File: config.mk
export PLATFORM = sky130hd
export DESIGN_NAME = upuart_ocp_arb
export DESIGN_NICKNAME = d
export VERILOG_FILES = /design/src/rtl/upuart_pkg.sv /design/src/rtl/upuart_rr_arb2.sv /design/src/rtl/upuart_ocp_arb.sv
export SDC_FILE = /design/constraint.sdc
export NUM_CORES = 1
export LEC_CHECK = 0
export CORE_AREA = 5 5 121 123
export CTS_BUF_LIST = sky130_fd_sc_hd__clkbuf_8 sky130_fd_sc_hd__clkbuf_16
export CTS_CLUSTER_DIAMETER = 200
export DETAILED_ROUTE_END_ITERATION = 10
export DIE_AREA = 0 0 126 128
export PLACE_DENSITY = 0.73
export SKIP_CTS_REPAIR_TIMING = 1
export SLEW_MARGIN = 20
export SYNTH_ARGS = -nofsm -noshare
export SYNTH_HDL_FRONTEND = slang
export SYNTH_SLANG_ARGS = --single-unit
File: constraint.sdc
create_clock -name clk -period 4.2 [get_ports clk]
set_clock_uncertainty 0.2 [all_clocks]
set_input_delay 1.05 -clock clk [delete_from_list [all_inputs] [get_ports clk]]
set_output_delay 1.05 -clock clk [all_outputs]
set_load 0.005 [all_outputs]
File: src/rtl/upuart_pkg.sv
// upuart_pkg: shared OCP encodings, arbiter FSM state codes and UART
// register offsets used by the UART slave-side arbiter.
package upuart_pkg;

    typedef logic [2:0] ocp_cmd_t;
    typedef logic [1:0] ocp_resp_t;
    typedef logic [1:0] arb_state_t;

    // OCP command encodings
    localparam ocp_cmd_t OCP_CMD_IDLE  = 3'd0;
    localparam ocp_cmd_t OCP_CMD_WRITE = 3'd1;
    localparam ocp_cmd_t OCP_CMD_READ  = 3'd2;

    // OCP response encodings
    localparam ocp_resp_t OCP_RESP_NULL = 2'd0;
    localparam ocp_resp_t OCP_RESP_DVA  = 2'd1;

    // Arbiter FSM states
    localparam arb_state_t ARB_ST_IDLE = 2'd0;
    localparam arb_state_t ARB_ST_CMD  = 2'd1;
    localparam arb_state_t ARB_ST_RESP = 2'd2;

    // UART register offsets
    localparam logic [11:0] UART_REG_IMASK = 12'h000;
    localparam logic [11:0] UART_REG_BAUD  = 12'h004;
    localparam logic [11:0] UART_REG_DATA  = 12'h008;

    // Any command other than IDLE counts as a pending request.
    function automatic logic ocp_is_req(input ocp_cmd_t cmd);
        return cmd != OCP_CMD_IDLE;
    endfunction

endpackage

File: src/rtl/upuart_rr_arb2.sv
// upuart_rr_arb2: combinational two-requester round-robin picker.
// On a tie the requester that was not granted last time wins.
module upuart_rr_arb2 (
    input  logic [1:0] req_i,
    input  logic       last_grant_i,
    output logic       grant_o,
    output logic       valid_o
);

    // Pick the single requester, or alternate on a tie.
    always_comb begin
        valid_o = |req_i;
        grant_o = 1'b0;
        case (req_i)
            2'b01:   grant_o = 1'b0;
            2'b10:   grant_o = 1'b1;
            2'b11:   grant_o = ~last_grant_i;
            default: grant_o = 1'b0;
        endcase
    end

endmodule

File: src/rtl/upuart_ocp_arb.sv
// upuart_ocp_arb: shares one upuart_top OCP slave port between two masters.
// Round-robin grant, one outstanding transaction, responses routed to the
// issuing master, interrupt fanned out to both masters.
// Build option: define UPUART_ARB_WRRESP_EN to make writes non-posted
// (the FSM waits in RESP for the slave's DVA and forwards it).
module upuart_ocp_arb
    import upuart_pkg::*;
#(
    parameter int AW = 32,
    parameter int DW = 32
) (
    input  logic              clk,
    input  logic              rst,

    input  logic [AW-1:0]     i_m0_MAddr,
    input  logic [2:0]        i_m0_MCmd,
    input  logic [DW-1:0]     i_m0_MData,
    input  logic [DW/8-1:0]   i_m0_MByteEn,
    output logic              o_m0_SCmdAccept,
    output logic [DW-1:0]     o_m0_SData,
    output logic [1:0]        o_m0_SResp,
    output logic              o_m0_intr,

    input  logic [AW-1:0]     i_m1_MAddr,
    input  logic [2:0]        i_m1_MCmd,
    input  logic [DW-1:0]     i_m1_MData,
    input  logic [DW/8-1:0]   i_m1_MByteEn,
    output logic              o_m1_SCmdAccept,
    output logic [DW-1:0]     o_m1_SData,
    output logic [1:0]        o_m1_SResp,
    output logic              o_m1_intr,

    output logic [AW-1:0]     o_MAddr,
    output logic [2:0]        o_MCmd,
    output logic [DW-1:0]     o_MData,
    output logic [DW/8-1:0]   o_MByteEn,
    input  logic              i_SCmdAccept,
    input  logic [DW-1:0]     i_SData,
    input  logic [1:0]        i_SResp,
    input  logic              i_intr
);

    arb_state_t          state_q, state_d;
    logic                owner_q, owner_d;
    logic                last_grant_q, last_grant_d;
    logic [AW-1:0]       maddr_q, maddr_d;
    ocp_cmd_t            mcmd_q, mcmd_d;
    logic [DW-1:0]       mdata_q, mdata_d;
    logic [DW/8-1:0]     mbyteen_q, mbyteen_d;

    logic [1:0]          req;
    logic                arb_grant;
    logic                arb_valid;
    logic                in_cmd;
    logic                in_resp;

    assign req = {ocp_is_req(i_m1_MCmd), ocp_is_req(i_m0_MCmd)};

    upuart_rr_arb2 u_rr (
        .req_i        (req),
        .last_grant_i (last_grant_q),
        .grant_o      (arb_grant),
        .valid_o      (arb_valid)
    );

    // FSM next state and registered slave-side command.
    always_comb begin
        state_d      = state_q;
        owner_d      = owner_q;
        last_grant_d = last_grant_q;
        maddr_d      = maddr_q;
        mcmd_d       = mcmd_q;
        mdata_d      = mdata_q;
        mbyteen_d    = mbyteen_q;
        case (state_q)
            ARB_ST_IDLE: begin
                if (arb_valid) begin
                    state_d      = ARB_ST_CMD;
                    owner_d      = arb_grant;
                    last_grant_d = arb_grant;
                    if (arb_grant) begin
                        maddr_d   = i_m1_MAddr;
                        mcmd_d    = i_m1_MCmd;
                        mdata_d   = i_m1_MData;
                        mbyteen_d = i_m1_MByteEn;
                    end else begin
                        maddr_d   = i_m0_MAddr;
                        mcmd_d    = i_m0_MCmd;
                        mdata_d   = i_m0_MData;
                        mbyteen_d = i_m0_MByteEn;
                    end
                end
            end
            ARB_ST_CMD: begin
                if (i_SCmdAccept) begin
                    mcmd_d = OCP_CMD_IDLE;
                    if (mcmd_q == OCP_CMD_READ) begin
                        state_d = ARB_ST_RESP;
                    end else begin
`ifdef UPUART_ARB_WRRESP_EN
                        state_d = ARB_ST_RESP;
`else
                        state_d = ARB_ST_IDLE;
`endif
                    end
                end
            end
            ARB_ST_RESP: begin
                if (i_SResp == OCP_RESP_DVA) begin
                    state_d = ARB_ST_IDLE;
                end
            end
            default: begin
                state_d = ARB_ST_IDLE;
                mcmd_d  = OCP_CMD_IDLE;
            end
        endcase
    end

    // State and command registers; last_grant resets to 1 so m0 wins the first tie.
    always_ff @(posedge clk or posedge rst) begin
        if (rst) begin
            state_q      <= ARB_ST_IDLE;
            owner_q      <= 1'b0;
            last_grant_q <= 1'b1;
            maddr_q      <= '0;
            mcmd_q       <= OCP_CMD_IDLE;
            mdata_q      <= '0;
            mbyteen_q    <= '0;
        end else begin
            state_q      <= state_d;
            owner_q      <= owner_d;
            last_grant_q <= last_grant_d;
            maddr_q      <= maddr_d;
            mcmd_q       <= mcmd_d;
            mdata_q      <= mdata_d;
            mbyteen_q    <= mbyteen_d;
        end
    end

    assign in_cmd  = (state_q == ARB_ST_CMD);
    assign in_resp = (state_q == ARB_ST_RESP);

    assign o_MAddr   = maddr_q;
    assign o_MCmd    = mcmd_q;
    assign o_MData   = mdata_q;
    assign o_MByteEn = mbyteen_q;

    // Route accept and response to the owner only; the other master sees idle values.
    always_comb begin
        o_m0_SCmdAccept = in_cmd & ~owner_q & i_SCmdAccept;
        o_m1_SCmdAccept = in_cmd &  owner_q & i_SCmdAccept;
        o_m0_SResp      = OCP_RESP_NULL;
        o_m0_SData      = '0;
        o_m1_SResp      = OCP_RESP_NULL;
        o_m1_SData      = '0;
        if (in_resp) begin
            if (owner_q) begin
                o_m1_SResp = i_SResp;
                o_m1_SData = i_SData;
            end else begin
                o_m0_SResp = i_SResp;
                o_m0_SData = i_SData;
            end
        end
    end

    assign o_m0_intr = i_intr;
    assign o_m1_intr = i_intr;

endmodule

==> flow_summary.json, run 1 <==
{
  "port_buffers": 319,
  "final_area_sq_um": 7620,
  "hold_viol": 0,
  "endpoint_kind": "output port",
  "power_density_nw_per_um2": 550,
  "rsz0062_at_grt": "no",
  "clock-sinks": 75,
  "grt_usage_pct": 20.4,
  "diodes": 0,
  "p_int_mw": 2.71,
  "setup-tns-final_ps": 0,
  "critPathMaxFanout": 34,
  "clockBufferDepth": 2,
  "max_freq_mhz": 269,
  "switchingPower_mw": 1.48,
  "fin_util_pct": 56.2,
  "power.leakage_nw": 3.15,
  "rows": 43,
  "start_util_pct": 29.4,
  "cap_violations": 0,
  "dieHeight_microns": 128,
  "yosysSeqAreaShare_pct": 47.2,
  "reg2reg_depth": 5,
  "clkTransAtPathRegs_ps": 60,
  "die-area_sq_um": 16100,
  "period_minus_slack_ps": 3720,
  "p_comb_share_pct": 48.7,
  "cts-buffers-inserted": 9,
  "drtIter0Drc": 256,
  "final_cells": 981,
  "layout-drive-gt1-share_pct": 4.24,
  "finalSetupViolCount": 0,
  "io_pins": 323,
  "holdPathStages": 2,
  "crit_type": "flip-flop to output port",
  "cp_data_arrival_time_ps": 2470,
  "layout.nets": 976,
  "synth_cell_types": 29,
  "routed_wl_microns": 17000,
  "grt_pass1_wl_microns": 26700,
  "syn_inst": 501,
  "cp-start-kind": "flip-flop",
  "die_w_microns": 126,
  "relSlewSlack_pct": 42.5,
  "p_clk_share_pct": 19.4,
  "power_switching_share_pct": 35.4,
  "first_global_vias": 5092,
  "syn_area_per_cell_sq_um": 7.95,
  "post-place-cells": 965,
  "netlist_area_sq_um": 3980,
  "synth_seq_cells": 75,
  "hpwl_microns": 12900,
  "synth_warnings": 0,
  "hp-class": "flip-flop to flip-flop",
  "required_ps": 2950,
  "gp_congestion": 0.876,
  "grt_start_max_net_pins": 74,
  "ant_nets": 0,
  "synth_nets": 681,
  "peakVddDrop_mv": 0.292,
  "num_vias": 4830,
  "htree_levels": 3,
  "final_max_slew_viol_count": 0,
  "fin_crit_sh_pct": 88.7,
  "seq_power_share_pct": 31.8,
  "viasPerCell": 4.92,
  "globalRoute.totalOverflow": 0,
  "cts_tree": "yes",
  "reg2reg_slack_ps": 2140,
  "area_delta_synth_final_pct": 91.3,
  "remaining_drc_errors": 0,
  "holdWs_ps": 299,
  "clk_latency_ps": 320,
  "status": "finished clean",
  "worst_pin_slew_ps": 861,
  "cts_root_buf": "clkbuf_16",
  "dr.pass1.iters": 4,
  "grt_antenna_before_repair": 0,
  "wl_per_cell_microns": 17.3,
  "core_sq_um": 13600,
  "place_area_sq_um": 7310
}
## power by group through the flow
stage | clock network, mW | registers, mW | logic (mW)
finish | 0.815 | 1.33 | 2.04
global route | 0.866 | 1.39 | 2.24
CTS | 0.832 | 1.34 | 2.07
detailed placement | 0 | 1.34 | 2.06
global placement | 0 | 1.33 | 2.02
floorplan | 0 | 1.31 | 0.897
## cells in the final DEF (no fill, tap or decap), drive strengths merged, types with 3 or more instances in the layout
master	n
nand2	74
dfrtp	74
buf	10
clkbuf	9
nor3	3
and3	34
clkdlybuf4s50	319
o21ai	4
nor2	70
inv	4
and2	35
a21oi	140
## flip-flops by register name, indices dropped and copies added (netlist names)
| signal | cells |
|---|---|
| last_grant_q | 1 |
| o_MData | 32 |
| o_MCmd | 3 |
| state_q | 2 |
| o_MAddr | 32 |
| owner_q | 1 |
| o_MByteEn | 4 |
## worst max-delay path: stages, from the launching register on
cell             delay [ps]
dfrtp_1                 560
nor2b_1                 220
buf_4                   230
nor2b_1                 150
buf_4                   270
and2_1                  200
clkdlybuf4s50_1         510
## cell usage after synthesis
cell / number / area share, %
a211o_1: 1 / 0.22
a211oi_1: 1 / 0.19
a211oi_2: 1 / 0.31
a21oi_1: 140 / 18
a221oi_1: 1 / 0.22
a22oi_1: 2 / 0.38
and2_1: 35 / 5.5
and3_1: 34 / 5.3
buf_2: 15 / 1.9
buf_4: 2 / 0.38
buf_6: 3 / 0.85
clkbuf_1: 25 / 2.4
dfrtp_1: 74 / 47
dfstp_2: 1 / 0.66
inv_1: 2 / 0.19
nand2_1: 74 / 7.0
nand2b_1: 1 / 0.16
nand4b_1: 2 / 0.44
nor2_1: 70 / 6.6
nor2b_1: 2 / 0.31
nor3_1: 1 / 0.13
nor3_2: 2 / 0.50
nor3b_1: 1 / 0.19
nor4bb_1: 2 / 0.50
o211ai_1: 2 / 0.38
o21ai_0: 4 / 0.50
o31ai_2: 1 / 0.31
or3_1: 1 / 0.16
or4b_2: 1 / 0.25
## final cells by class
class / count / area, sq um
well taps: 180 / 225
multi-input cells: 379 / 1890
inverters: 2 / 7.51
fillers: 1235 / 5940
repair buffers: 329 / 3310
flip-flops and latches: 75 / 1880
clock buffers: 9 / 225
clock inverters: 7 / 85.1
## cell families after synthesis
family | after synthesis | share of synthesized area (%)
AO/OA/AOI/OAI | 153 | 20.1
buffers and inverters | 47 | 5.66
AND/OR/NAND/NOR | 226 | 27.1
flip-flops | 75 | 47.2
## per-layer routing
layer / GRT usage, % / part of all wire [%] / routed length (microns)
met1: 22.7 / 37 / 6340
met2: 35.3 / 50 / 8540
met3: 8.04 / 9.6 / 1620
met4: 7.63 / 2.7 / 464
met5: 0 / 0 / 0
## per-stage QoR
step           worst slack, ps  power, mW
6_report                   476       4.19
5_1_grt                    311       4.49
4_1_cts                    441       4.24
3_5_place_dp               504       3.40
3_3_place_gp               496       3.34
2_1_floorplan             1040       2.21
## worst paths after layout
| check | startpoint | endpoint |
|---|---|---|
| max in group asynchronous | rst | last_grant_q |
| min in group asynchronous | rst | o_MData[24] |
| setup / recovery | state_q[1] | o_m0_SData[2] |
| setup reg to reg | last_grant_q | o_MData[22] |
| hold / removal | last_grant_q | last_grant_q |
| hold reg to reg | last_grant_q | last_grant_q |
(Power assumes the default switching activity.)
==> run 2, diff against run 1 <==
--- a/config.mk
+++ b/config.mk
@@ -5,12 +5,15 @@
 export SDC_FILE = /design/constraint.sdc
 export NUM_CORES = 1
 export LEC_CHECK = 0
-export CORE_AREA = 5 5 121 123
+export CELL_PAD_IN_SITES_DETAIL_PLACEMENT = 0
+export CELL_PAD_IN_SITES_GLOBAL_PLACEMENT = 1
+export CORE_AREA = 5 5 122 124
 export CTS_BUF_LIST = sky130_fd_sc_hd__clkbuf_8 sky130_fd_sc_hd__clkbuf_16
 export CTS_CLUSTER_DIAMETER = 200
 export DETAILED_ROUTE_END_ITERATION = 10
-export DIE_AREA = 0 0 126 128
-export PLACE_DENSITY = 0.73
+export DIE_AREA = 0 0 127 129
+export DONT_BUFFER_PORTS = 1
+export PLACE_DENSITY = 0.57
 export SKIP_CTS_REPAIR_TIMING = 1
 export SLEW_MARGIN = 20
 export SYNTH_ARGS = -nofsm -noshare
==> flow_summary.json, run 2 (synthesis results as in run 1) <==
{
  "final_max_slew_viol_count": 0,
  "cts_root_buf": "clkbuf_16",
  "status": "finished clean",
  "ant_nets": 0,
  "cap_violations": 0,
  "p_comb_share_pct": 32.5,
  "finalSetupViolCount": 0,
  "first_global_vias": 3598,
  "power_switching_share_pct": 42.0,
  "port_buffers": 0,
  "hold_viol": 0,
  "grt_pass1_wl_microns": 21300,
  "diodes": 0,
  "p_int_mw": 1.85,
  "power.leakage_nw": 1.90,
  "num_vias": 3520,
  "reg2reg_slack_ps": 2170,
  "cp_data_arrival_time_ps": 2030,
  "max_freq_mhz": 305,
  "rows": 43,
  "start_util_pct": 29.1,
  "r2r_start": "last_grant_q",
  "endpoint_kind": "output port",
  "layout-drive-gt1-share_pct": 7.07,
  "crit_type": "flip-flop to output port",
  "htree_levels": 3,
  "cts-buffers-inserted": 9,
  "dieHeight_microns": 129,
  "viasPerCell": 5.33,
  "place_area_sq_um": 4100,
  "core_sq_um": 13700,
  "worst_pin_slew_ps": 850,
  "grt_usage_pct": 17.0,
  "fin_total_pwr_mw": 3.20,
  "gp_congestion": 0.785,
  "routed_wl_microns": 14700,
  "wl_per_cell_microns": 22.2,
  "cts_tree": "yes",
  "grt_start_max_net_pins": 61,
  "power_density_nw_per_um2": 733,
  "final_area_sq_um": 4360,
  "setup-tns-final_ps": 0,
  "fin_util_pct": 31.9,
  "switchingPower_mw": 1.34,
  "hold_path_end": "last_grant_q",
  "clockBufferDepth": 2,
  "clk_latency_ps": 330,
  "seq_power_share_pct": 45.8,
  "area_delta_synth_final_pct": 9.62,
  "die_w_microns": 127,
  "final_common_cell": "a21oi_1",
  "die-area_sq_um": 16400,
  "peakVddDrop_mv": 0.261,
  "io_pins": 323,
  "p_clk_share_pct": 21.7,
  "worstHoldStart": "last_grant_q",
  "clkTransAtPathRegs_ps": 60,
  "globalRoute.totalOverflow": 0,
  "final_cells": 661,
  "required_ps": 2950,
  "rsz0062_at_grt": "no",
  "remaining_drc_errors": 0,
  "layout.nets": 656,
  "hpwl_microns": 11000,
  "reg2reg_depth": 5,
  "period_minus_slack_ps": 3280,
  "grt_antenna_before_repair": 0,
  "layout_common_cells": "a21oi_1 (140), dfrtp_1 (74), nand2_1 (73), nor2_1 (70)",
  "critPathMaxFanout": 37,
  "cp-start-kind": "flip-flop",
  "holdPathStages": 2,
  "r2r_end": "o_MAddr[11]",
  "crit_start": "state_q[1]",
  "fin_crit_sh_pct": 78.1,
  "post-place-cells": 645,
  "dr.pass1.iters": 4,
  "relSlewSlack_pct": 43.3,
  "drtIter0Drc": 242,
  "hp-class": "flip-flop to flip-flop",
  "clock-sinks": 75
}
-- run 2: worst max-delay path: stages (launching register included) --
cell and delay [ps]:
dfrtp_1 550, nor2b_2 200, buf_4 280, nor2b_1 170, buf_4 280, and2_1 200
-- run 2: power groups by stage --
| stage | combinational [mW] | clock, mW | sequential, mW |
|---|---|---|---|
| CTS | 1.06 | 0.718 | 1.48 |
| detailed placement | 1.07 | 0 | 1.48 |
| finish | 1.04 | 0.693 | 1.47 |
| global route | 1.19 | 0.757 | 1.52 |
| floorplan | 0.897 | 0 | 1.31 |
| global placement | 1.03 | 0 | 1.48 |
-- run 2: layout make-up --
class                      instances  area (sq um)
timing repair buffer               9          92.6
inverter                           2          12.5
fill                            1441          9300
multi-input combinational        379          1890
clock inverter                     7          37.5
sequential                        75          1880
tap                              180           225
clock buffer                       9           225
-- run 2: metal layers --
metal | routed length (microns) | global-route usage (%) | up-vias
met5 | 0 | 0 | -
met4 | 233 | 6.25 | 0
met3 | 1440 | 6.10 | 16
met2 | 7980 | 31.6 | 208
met1 | 5020 | 17.4 | 1669
li1 | - | - | 1627
-- run 2: worst max path at each step --
stage | end | cells after the start
after detailed placement | o_MAddr[11] | 5
after global placement | o_MAddr[13] | 5
after global routing | o_m0_SData[2] | 5
after floorplan | o_MAddr[0] | 1
after CTS | o_m0_SData[20] | 5
final | o_m0_SData[2] | 5
-- run 2: stage by stage --
| step | hold slack (ps) | setup slack [ps] |
|---|---|---|
| after global placement | 290 | 1230 |
| after detailed placement | 301 | 1170 |
| after floorplan | 272 | 1040 |
| after CTS | 309 | 916 |
| after global routing | 347 | 764 |
| final | 304 | 919 |
==> run 3, diff against run 2 <==
--- a/config.mk
+++ b/config.mk
@@ -13,7 +13,7 @@
 export DETAILED_ROUTE_END_ITERATION = 10
 export DIE_AREA = 0 0 127 129
 export DONT_BUFFER_PORTS = 1
-export PLACE_DENSITY = 0.57
+export PLACE_DENSITY = 0.59
 export SKIP_CTS_REPAIR_TIMING = 1
 export SLEW_MARGIN = 20
 export SYNTH_ARGS = -nofsm -noshare
==> constraint.sdc (replaced) <==
create_clock -name clk -period 2.65 [get_ports clk]
set_clock_uncertainty 0.2 [all_clocks]
set_input_delay 0.6625 -clock clk [delete_from_list [all_inputs] [get_ports clk]]
set_output_delay 0.6625 -clock clk [all_outputs]
set_load 0.005 [all_outputs]
==> flow_summary.json, run 3 (synthesis results as in run 1) <==
{
  "top_usage_layer": "met2",
  "final_common_cell": "a21oi_1",
  "p_comb_share_pct": 33.5,
  "rows": 43,
  "grt_start_max_net_pins": 69,
  "hold_viol": 0,
  "wl_per_cell_microns": 21.8,
  "grt_pass1_wl_microns": 21400,
  "period_minus_slack_ps": 2350,
  "grt_usage_pct": 16.9,
  "final_cells": 671,
  "p_int_mw": 3.15,
  "max_freq_mhz": 425,
  "met2_usage_pct": 29.1,
  "relSlewSlack_pct": 56.0,
  "setup-tns-final_ps": 0,
  "clkTransAtPathRegs_ps": 70,
  "die_w_microns": 127,
  "seq_power_share_pct": 42.3,
  "reg2reg_depth": 5,
  "required_ps": 1790,
  "dr.pass1.iters": 4,
  "clock-sinks": 75,
  "worst_path_max_delay_cell": "dfrtp_1",
  "place_area_sq_um": 4170,
  "switchingPower_mw": 2.15,
  "crit_type": "flip-flop to output port",
  "slowest_delay_ps": 390,
  "globalRoute.totalOverflow": 0,
  "power_density_nw_per_um2": 1180,
  "num_vias": 3602,
  "peakVddDrop_mv": 0.472,
  "start_util_pct": 29.1,
  "cts_root_buf": "clkbuf_16",
  "io_pins": 323,
  "fin_total_pwr_mw": 5.29,
  "die-area_sq_um": 16400,
  "remaining_drc_errors": 0,
  "port_buffers": 0,
  "drtIter0Drc": 261,
  "worst_pin_slew_ps": 658,
  "power.leakage_nw": 1.95,
  "reg2reg_slack_ps": 870,
  "status": "finished clean",
  "hpwl_microns": 10900,
  "grt_antenna_before_repair": 2,
  "critical-path-top-delay-family": "simple AND/OR/NAND/NOR gates",
  "viasPerCell": 5.37,
  "rsz0062_at_grt": "no",
  "first_global_vias": 3665,
  "dieHeight_microns": 129,
  "gp_congestion": 0.762,
  "cts_tree": "yes",
  "layout.nets": 662,
  "finalSetupViolCount": 0,
  "cp_cell_sequence": "nor2b_2 > nor2b_1 > buf_4 > and2_1",
  "post-place-cells": 651,
  "r2r_end": "o_MCmd[0]",
  "grt_util_met3_pct": 6.02,
  "clockBufferDepth": 2,
  "htree_levels": 3,
  "routed_wl_microns": 14600,
  "fin_crit_sh_pct": 88.8,
  "cp-start-kind": "flip-flop",
  "critPathBufInv": 1,
  "power_switching_share_pct": 40.5,
  "layout-drive-gt1-share_pct": 8.62,
  "final_max_slew_viol_count": 0,
  "clk_latency_ps": 330,
  "fin_util_pct": 32.9,
  "cp_data_arrival_time_ps": 1490,
  "endpoint_kind": "output port",
  "r2r_start": "state_q[1]",
  "hp-class": "input port to asynchronous set/reset pin",
  "layout_common_cells": "a21oi_1 (140), dfrtp_1 (74), nand2_1 (73), nor2_1 (70)",
  "critPathMaxFanout": 34,
  "core_sq_um": 13700,
  "cap_violations": 0,
  "ant_nets": 0,
  "grt_use_met1_pct": 18.6,
  "final_area_sq_um": 4490,
  "cts-buffers-inserted": 9,
  "area_delta_synth_final_pct": 12.9,
  "p_clk_share_pct": 24.2
}
run 3: cell types whose count changed in the layout (fill, tap and decap cells not counted):
cell,delta
buf_4,+4
diode_2,+4
buf_12,+2
clkbuf_8,+2
clkinv_2,-2
inv_1,-2
bufinv_16,+1
inv_6,+1
run 3: worst max path at each step:
stage                       startpoint        endpoint  slack (ps)  cells past startpoint
final                       state_q[0]   o_m0_SData[2]         300                      4
after global routing        state_q[0]   o_m0_SData[2]         170                      4
after CTS                   state_q[0]   o_m0_SData[2]         260                      4
after detailed placement  i_m0_MCmd[2]     o_MAddr[16]         420                      5
after global placement    i_m1_MCmd[2]     o_MData[23]         470                      5
after floorplan             state_q[0]  o_m0_SData[10]         440                      5
run 3: routing by layer:
layer / vias to the layer above / wire length (microns)
li1: 1643 / -
met1: 1714 / 5140
met2: 222 / 7670
met3: 23 / 1460
met4: 0 / 335
met5: - / 0
run 3: through the flow:
stage | hold WS (ps) | setup WS [ps]
floorplan | 272 | 445
global placement | 291 | 472
detailed placement | 313 | 418
CTS | 94.1 | 260
global route | 104 | 166
finish | 76.2 | 297
run 3: power by group through the flow:
stage	combinational (mW)	sequential (mW)	clock, mW
after floorplan	1.42	2.07	0
final	1.77	2.24	1.28
after global placement	1.74	2.27	0
after global routing	2.06	2.31	1.36
after detailed placement	1.82	2.26	0
after CTS	1.81	2.26	1.32
run 3: layout make-up:
type / count / area (sq um)
Clock buffer: 11 / 253
Clock inverter: 5 / 60.1
Antenna cell: 4 / 10.0
Inverter: 2 / 11.3
Multi-Input combinational cell: 379 / 1890
Sequential cell: 75 / 1880
Tap cell: 180 / 225
Timing Repair Buffer: 15 / 163
Fill cell: 1451 / 9170
